**config.mk**
```make
export PLATFORM = sky130hd
export DESIGN_NAME = ccff_bitstream_loader_flat
export DESIGN_NICKNAME = d
export VERILOG_FILES = /design/src/rtl/ccff_bitstream_loader_if.sv /design/src/rtl/ccff_bitstream_loader.sv /design/src/flat_wrapper.sv
export SDC_FILE = /design/constraint.sdc
export NUM_CORES = 1
export LEC_CHECK = 0
export BUFFER_PORTS_ARGS = -buffer_cell sky130_fd_sc_hd__buf_2
export CORE_MARGIN = 2
export CORE_UTILIZATION = 42
export DETAILED_ROUTE_END_ITERATION = 12
export SKIP_CTS_REPAIR_TIMING = 1
export SKIP_LAST_GASP = 1
export SYNTH_ARGS = -nofsm -noshare
export SYNTH_HDL_FRONTEND = slang
export SYNTH_SLANG_ARGS = --single-unit
```
**constraint.sdc**
```tcl
create_clock -name prog_clk -period 2.39 [get_ports prog_clk]
set_input_delay 0.239 -clock prog_clk [delete_from_list [all_inputs] [get_ports prog_clk]]
set_output_delay 0.239 -clock prog_clk [all_outputs]
set_load 0.02 [all_outputs]
```
**src/rtl/ccff_bitstream_loader_if.sv**
```systemverilog
// Word stream interface of the ccff loader: bitstream words in, readback words out.
interface ccff_bitstream_loader_if #(
    parameter int WORD_WIDTH = 8
);
    logic [WORD_WIDTH-1:0] word_in;
    logic                  word_valid;
    logic                  word_ready;
    logic [WORD_WIDTH-1:0] tail_word;
    logic                  tail_valid;

    modport master (
        output word_in, word_valid,
        input  word_ready, tail_word, tail_valid
    );

    modport slave (
        input  word_in, word_valid,
        output word_ready, tail_word, tail_valid
    );
endinterface

```
**src/rtl/ccff_bitstream_loader.sv**
```systemverilog
// Serializes bitstream words MSB-first into a ccff configuration chain,
// gates the chain clock per bit, and collects the displaced tail bits
// as readback words.
module ccff_bitstream_loader #(
    parameter int CHAIN_LENGTH = 4,
    parameter int WORD_WIDTH   = 8,
    parameter int CNT_WIDTH    = 16
) (
    input  logic prog_clk,
    input  logic prog_reset_n,
    input  logic start,
    input  logic abort,
    output logic ccff_head,
    output logic ccff_en,
    input  logic ccff_tail,
    output logic busy,
    output logic done,
    output logic aborted,
    ccff_bitstream_loader_if.slave bus
);
    localparam int BW = $clog2(WORD_WIDTH + 1);
    localparam logic [CNT_WIDTH-1:0] LEN  = CNT_WIDTH'(CHAIN_LENGTH);
    localparam logic [BW-1:0]        WW   = BW'(WORD_WIDTH);
    localparam logic [BW-1:0]        WMAX = BW'(WORD_WIDTH - 1);

    typedef enum logic [1:0] {IDLE, LOAD, FIN} state_t;

    state_t                state, state_nx;
    logic [CNT_WIDTH-1:0]  bit_cnt;
    logic [BW-1:0]         bits_left;
    logic [WORD_WIDTH-1:0] shreg;
    logic [WORD_WIDTH-1:0] tail_sh;
    logic [BW-1:0]         tail_cnt;
    logic [WORD_WIDTH-1:0] tail_word_q;
    logic                  tail_valid_q;
    logic                  ready;

    logic                  in_load, take, shift, capture, last;
    logic [WORD_WIDTH-1:0] tail_next;
    logic [BW-1:0]         tail_shamt;

    assign bus.word_ready = ready;
    assign bus.tail_word  = tail_word_q;
    assign bus.tail_valid = tail_valid_q;

    // Per-cycle qualifiers; abort suppresses every datapath action in LOAD
    always_comb begin
        in_load    = (state == LOAD);
        take       = in_load && !abort && bus.word_valid && ready;
        shift      = in_load && !abort && (bits_left != '0) && (bit_cnt < LEN);
        capture    = in_load && !abort && ccff_en;
        last       = capture && (bit_cnt == LEN);
        tail_next  = {tail_sh[WORD_WIDTH-2:0], ccff_tail};
        tail_shamt = WMAX - tail_cnt;
    end

    // State register
    always_ff @(posedge prog_clk or negedge prog_reset_n) begin
        if (!prog_reset_n) state <= IDLE;
        else               state <= state_nx;
    end

    // Next-state logic
    always_comb begin
        state_nx = state;
        case (state)
            IDLE:    if (start) state_nx = LOAD;
            LOAD:    if (abort) state_nx = IDLE;
                     else if (last) state_nx = FIN;
            FIN:     state_nx = IDLE;
            default: state_nx = IDLE;
        endcase
    end

    // State-decoded outputs; ready only when the current word is fully drained
    always_comb begin
        busy  = (state == LOAD);
        done  = (state == FIN);
        ready = (state == LOAD) && (bits_left == '0) && (bit_cnt < LEN);
    end

    // Serializer, bit counter and readback capture
    always_ff @(posedge prog_clk or negedge prog_reset_n) begin
        if (!prog_reset_n) begin
            bit_cnt      <= '0;
            bits_left    <= '0;
            shreg        <= '0;
            tail_sh      <= '0;
            tail_cnt     <= '0;
            tail_word_q  <= '0;
            tail_valid_q <= 1'b0;
            ccff_head    <= 1'b0;
            ccff_en      <= 1'b0;
            aborted      <= 1'b0;
        end else begin
            ccff_en      <= shift;
            aborted      <= in_load && abort;
            tail_valid_q <= 1'b0;
            if (state == IDLE && start) begin
                bit_cnt   <= '0;
                bits_left <= '0;
                tail_sh   <= '0;
                tail_cnt  <= '0;
            end
            if (take) begin
                shreg     <= bus.word_in;
                bits_left <= WW;
            end
            if (shift) begin
                ccff_head <= shreg[WORD_WIDTH-1];
                shreg     <= shreg << 1;
                bits_left <= bits_left - BW'(1);
                bit_cnt   <= bit_cnt + CNT_WIDTH'(1);
            end
            // A full group, or the final partial group left-aligned, emits a word
            if (capture) begin
                if (last || tail_cnt == WMAX) begin
                    tail_word_q  <= tail_next << tail_shamt;
                    tail_valid_q <= 1'b1;
                    tail_sh      <= '0;
                    tail_cnt     <= '0;
                end else begin
                    tail_sh  <= tail_next;
                    tail_cnt <= tail_cnt + BW'(1);
                end
            end
        end
    end
endmodule

```
**src/flat_wrapper.sv**
```systemverilog
// flat-port wrapper written by rule: the top's interface ports become plain ports
module ccff_bitstream_loader_flat 
#(
    parameter int CHAIN_LENGTH = 4,
    parameter int WORD_WIDTH   = 8,
    parameter int CNT_WIDTH    = 16
)
  (prog_clk, prog_reset_n, start, abort, ccff_head, ccff_en, ccff_tail, busy, done, aborted, bus_word_in, bus_word_valid, bus_word_ready, bus_tail_word, bus_tail_valid);
  ccff_bitstream_loader_if #(.WORD_WIDTH(WORD_WIDTH)) bus_i ();
  input  logic prog_clk;
  input  logic prog_reset_n;
  input  logic start;
  input  logic abort;
  output logic ccff_head;
  output logic ccff_en;
  input  logic ccff_tail;
  output logic busy;
  output logic done;
  output logic aborted;
  input wire logic [$bits(bus_i.word_in)-1:0] bus_word_in;
  input wire logic [$bits(bus_i.word_valid)-1:0] bus_word_valid;
  output wire logic [$bits(bus_i.word_ready)-1:0] bus_word_ready;
  output wire logic [$bits(bus_i.tail_word)-1:0] bus_tail_word;
  output wire logic [$bits(bus_i.tail_valid)-1:0] bus_tail_valid;
  assign bus_i.word_in = bus_word_in;
  assign bus_i.word_valid = bus_word_valid;
  assign bus_word_ready = bus_i.word_ready;
  assign bus_tail_word = bus_i.tail_word;
  assign bus_tail_valid = bus_i.tail_valid;
  ccff_bitstream_loader #(.CHAIN_LENGTH(CHAIN_LENGTH), .WORD_WIDTH(WORD_WIDTH), .CNT_WIDTH(CNT_WIDTH)) u_core (.prog_clk(prog_clk), .prog_reset_n(prog_reset_n), .start(start), .abort(abort), .ccff_head(ccff_head), .ccff_en(ccff_en), .ccff_tail(ccff_tail), .busy(busy), .done(done), .aborted(aborted), .bus(bus_i));
endmodule
```
---- Word-level counts from Yosys, hierarchy flattened ----
Index checks and enable logic that the tools add are counted.
cells by class
  mux-type cells .......................... 18
  $lt $le $gt $ge ......................... 1
  equal/unequal tests ..................... 6
  shift-type cells ........................ 1
  $add $sub $neg .......................... 4
  reductions and logical operators ........ 22
operators with widths
  cell                                                                   count
  16-bit two-way mux                                                     2
  7-bit two-way mux                                                      3
  4-bit two-way mux                                                      5
  16-bit by 1-bit adder with 16-bit output, second input constant        1
  16-bit by 3-bit == test with 1-bit output, second input constant       1
  16-bit by 3-bit < comparator with 1-bit output, second input constant  1
  8-bit two-way mux                                                      2
  1-bit logical AND                                                      11
  8-bit by 4-bit left shift with 8-bit output                            1
  2-bit two-way mux                                                      3
  2-bit nonzero test                                                     3
  4-bit by 1-bit adder with 4-bit output, second input constant          1
  4-bit by 3-bit == test with 1-bit output, second input constant        1
  4-bit zero test                                                        1
  2-bit case mux with 2 select lines                                     1
  2-bit AND reduction                                                    2
  4-bit nonzero test                                                     1
  3-bit by 4-bit subtractor with 4-bit output, first input constant      1
  4-bit by 1-bit subtractor with 4-bit output, second input constant     1
  3-bit inequality test, second input constant                           1
  3-bit nonzero test                                                     1
  2-bit by 1-bit == test with 1-bit output, second input constant        1
  2-bit == test, second input constant                                   1
  2-bit zero test                                                        1
  4 further kinds                                                        5
word-level totals
  bits in registers ....................... 53
  output and inout bits ................... 15
  bits of input ports ..................... 14

---- Longest topological paths before layout ----
  word-level depth ........................ 7
  gate-level depth with buffers ........... 7

---- Worst setup path before layout ----
No wires, ideal clock.
  path type ............................... register to register
  from .................................... register u_core.bit_cnt[0]
  to ...................................... register u_core.tail_word_q[2] (netlist: u_core.bus.tail_word[2])
  arrival time ............................ 1.620 ns
  stages on the path, launching flop included .. 7
  path slack .............................. 0.645 ns
  clock period less this slack ............ 1.745 ns
  buffers on the path ..................... 0
  cells stage by stage .................... dfrtp_1 -> inv_1 -> ha_1 -> and4bb_2 -> nand4_4 -> a21oi_4 -> mux2_4
between the ends
  cells in the longest elaborated chain, start to end .. 4
ends and longest elaborated chain
  element                                    RTL line                      text
  from (decl)                                ccff_bitstream_loader.sv:29   logic [CNT_WIDTH-1:0] bit_cnt;
  from (signal assigned)                     ccff_bitstream_loader.sv:113  bit_cnt <= bit_cnt + CNT_WIDTH'(1);
  16-bit by 3-bit == test with 1-bit output  ccff_bitstream_loader.sv:52   last = capture && (bit_cnt == LEN);
  1-bit logical AND                          ccff_bitstream_loader.sv:52
  1-bit logical OR                           ccff_bitstream_loader.sv:117  if (last || tail_cnt == WMAX) begin
  2-bit AND reduction (no source line)       --
  to (signal assigned)                       ccff_bitstream_loader.sv:118  tail_word_q <= tail_next << tail_shamt;
  to (decl)                                  ccff_bitstream_loader.sv:34   logic [WORD_WIDTH-1:0] tail_word_q;
No other way between the ends.
A chain may end at the register's enable or synchronous reset.

---- Final worst setup path ----
  from .................................... register u_core.bit_cnt[15]
  to ...................................... output bus_word_ready
between the ends
  cells in the longest elaborated chain, start to end .. 2
ends and longest elaborated chain
  element                                         RTL line                     text
  16-bit by 3-bit < comparator with 1-bit output  ccff_bitstream_loader.sv:79  ready = (state == LOAD) && (bits_left == '0) && (bit_cnt < LEN);
  1-bit logical AND                               ccff_bitstream_loader.sv:79
  to (decl)                                       flat_wrapper.sv:22           output wire logic [$bits(bus_i.word_ready)-1:0] bus_word_ready;
No other way between the ends.

==> results.md <==
* Die area at 6780 µm²
* Weighted congestion at the end of routability-driven global placement at 0.780
* Die width at roughly 82 µm
* Total design power at ~2.5 mW
* Maximum net fanout on the critical path at 5
* Starting Density at 43.5%
* Number of fill cells in the layout at 550
* Primary FF master, synth: dfrtp_1
* Dpl hpwl at ~3.5 mm
* Maximum number of pins on one net before global-route repair at 35
* Signal arrival time at the worst endpoint at approximately 1.8 ns
* Share of total power consumed by net switching at 31.8%
* Reg2reg path depth at 6
* Source of the worst register-to-register timing path: u_core.bits_left[0]
* Area of the multi-input gates at ~1200 µm²
* Num Clock Sinks at 53
* Die H at a little over 80 µm
* Number of DRC markers in iteration 0 at 121
* Final wirelength at about 5 mm
* Relative slew slack at between 50 and 60%
* Net count of the mapped netlist at between 200 and 250
* # DRC at 0
* CTS clk-pin slew, worst paths at 0.09 ns
* Most frequent cell after synthesis: dfrtp_1
* Fraction of final layout cells sized beyond drive strength 1 at about a quarter
* Post-synth top area share at approximately half
* Maximum frequency from static timing analysis at a little under 500 MHz
* Vias in the first global route at between 1.5k and 2k
* Crit. End Element: output pin
* Measured slew at the worst slew-check pin at 0.627 ns
* Final count of hold timing violations at 0
* Synthesized instance count at around 220
* CP startpoint kind: register
* First-pass iteration count of the detailed router at 4
* Mean post-synth cell area at 11.9 µm²
* Class of the tightest hold or removal check: in -> reg
* Number of warnings printed during yosys synthesis at 0
* Instance count along the most critical hold path at 2
* Vias post-DR at around 1.7k
* Share of the clock period used by the worst path at between 80% and 90%
* Post-route setup TNS at 0 ns
* Number of buffers on the longest clock path at 2
* Worst ir drop on vdd at between 400 and 500 µV
* Capture endpoint of the worst hold path: u_core.aborted
* Synth-to-layout area growth at 13.4%
* Clock Root Buffer: clkbuf_8
* Number of buffers inserted by port buffering at 28
* Count of endpoints failing setup in the final report at 0
* Worst R2R Setup Slack at just under 0.4 ns
* Total count of max-transition violations in the final report at 0
* Power per unit of standard cell area at approximately 850 nW/µm²
* Register cell area after layout at between 1000 and 1500 µm²
* Overall overflow remaining after global route at 0
* Flops & latches, synth at 53
* Worst setup path category: reg -> out
* Number of enable flip-flop cells after synthesis at 0
* Antenna Cells at 0
* Beginning of the worst hold path: abort
* Clock latency at the later pin of the worst-skew pair at 0.31 ns
* Total global-route track usage at around 16%
* Worst setup startpoint: u_core.bit_cnt[15]
* Area of the mapped netlist at between 2000 and 3000 µm²
* CTS tree: yes
* Mean routed wirelength per cell at 15.1 µm
* Clock group share of total power at between 20% and 30%
* Lkg Pwr at 1.34 nW
* Final worst path period need at just over 2 ns
* Std-Cell Core Area at 5920 µm²
* Share of total power in combinational logic at approximately 28%
* Total of max-cap violations at 0
* Area leader, netlist: dfrtp_1
* Cells taking the most area after synthesis: dfrtp_1 (51%), mux2_4 (3.5%), and2_1 (3.2%)
* Wire length of the first global-routing pass at approximately 8.4 mm
* Total net switching power at 789 µW
* Endpoint of the most critical register-to-register path: u_core.bit_cnt[0]
* Result of the run: completed
* Initial antenna violation count at 0
* I/O pin count at 29
* Setup Skew at roughly 0.0079 ns
* Unrepaired setup endpoints after global routing: no
* Placement row count at 28
* Commonest cells post-synth: dfrtp_1 (53), and2_1 (13), inv_1 (12), nand2_1 (12), o22ai_1 (10)
* H-tree lvl count at 2
* Sequential area share after synthesis at approximately half
* Fraction of registers with async set/reset at 100%
* Routed vias/inst at 5.42
* Num CTS Buffers at 5
* Seq pwr share at 46.1%
* Int Pwr at around 1.7 mW
* Distinct cell type count after synthesis at 46
* DRT antenna net count at 0
* Required time of the critical path at between 2 and 2.5 ns
* Count of nets after finishing at between 200 and 300
==> worst max path at each step <==
stage	to	slack (ns)	depth (start not counted)
floorplan	u_core.bus.tail_word[2]	0.64	6
CTS	bus_word_ready	0.32	4
global route	u_core.bit_cnt[0]	0.11	6
global placement	u_core.bit_cnt[0]	0.39	6
finish	bus_word_ready	0.34	4
detailed placement	u_core.bit_cnt[0]	0.37	6
==> state kept, by name (all words and copies together) (netlist names) <==
register,count
u_core.bus.tail_word,8
u_core.ccff_en,1
u_core.tail_cnt,4
u_core.shreg,8
u_core.bit_cnt,16
u_core.state,2
u_core.aborted,1
u_core.bus.tail_valid,1
u_core.bits_left,4
u_core.ccff_head,1
u_core.tail_sh,7
==> critical path, stage by stage (launching register included) <==
cell and delay (ns):
dfrtp_1 0.42, nor4_4 0.39, and4_2 0.34, and3_1 0.18, buf_2 0.17
==> cells in the final DEF (no fill, tap or decap), drive strengths merged, types with 2 or more instances in the layout <==
master	n
a21boi	2
a21oi	3
a22o	8
a2bb2oi	7
a31oi	4
and2	14
and3	2
buf	32
clkbuf	7
dfrtp	53
ha	5
inv	12
mux2	13
mux2i	5
mux4	3
nand2	12
nand2b	2
nand3	5
nand3b	4
nand4	2
nor2	10
nor2b	4
nor3	4
nor3b	4
nor4	2
o211ai	3
o21ai	3
o22ai	10
==> per-stage QoR <==
stage          util, %  cells  area [µm²]  worst slack (ns)  hold slack (ns)
2_1_floorplan        -    216        2580             0.645          -0.0566
3_3_place_gp      47.3    313        2800             0.386            0.211
3_5_place_dp      47.3    313        2800             0.371            0.207
4_1_cts           49.2    321        2910             0.323           -0.126
5_1_grt           49.4    322        2920             0.109            0.213
6_report          49.4    322        2920             0.342            0.188
==> logic make-up after synthesis <==
kind of cell / after synthesis / synth area share, %
multiplexers: 21 / 11.1
AO/OA/AOI/OAI: 42 / 12.2
buffers and inverters: 22 / 3.45
flip-flops: 53 / 51.5
adder cells (fa/ha/maj): 5 / 2.43
AND/OR/NAND/NOR: 73 / 19.3
==> area by class of cell <==
cell class	count	area share [%]
flip-flops and latches	53	45.4
clock buffers	7	2.95
well taps	75	3.21
multi-input cells	141	39.8
repair buffers	33	6.16
clock inverters	1	1.03
inverters	12	1.54
==> power by group through the flow <==
| stage | Sequential, mW | Combinational, mW | Clock, mW |
|---|---|---|---|
| final | 1.14 | 0.706 | 0.631 |
| after global routing | 1.16 | 0.804 | 0.691 |
| after CTS | 1.14 | 0.709 | 0.654 |
| after detailed placement | 1.16 | 0.708 | 0 |
| after global placement | 1.16 | 0.694 | 0 |
| after floorplan | 1.14 | 0.527 | 0 |
==> per-layer routing <==
layer  vias up  track usage, %  share of wire [%]
met1       863            23.4                 50
met5         -               0                  0
li1        849               -                  -
met4         0            5.00                1.3
met2        27            25.1                 45
met3         6            3.37                4.0
Note: power is estimated with default switching activity, not from simulation.
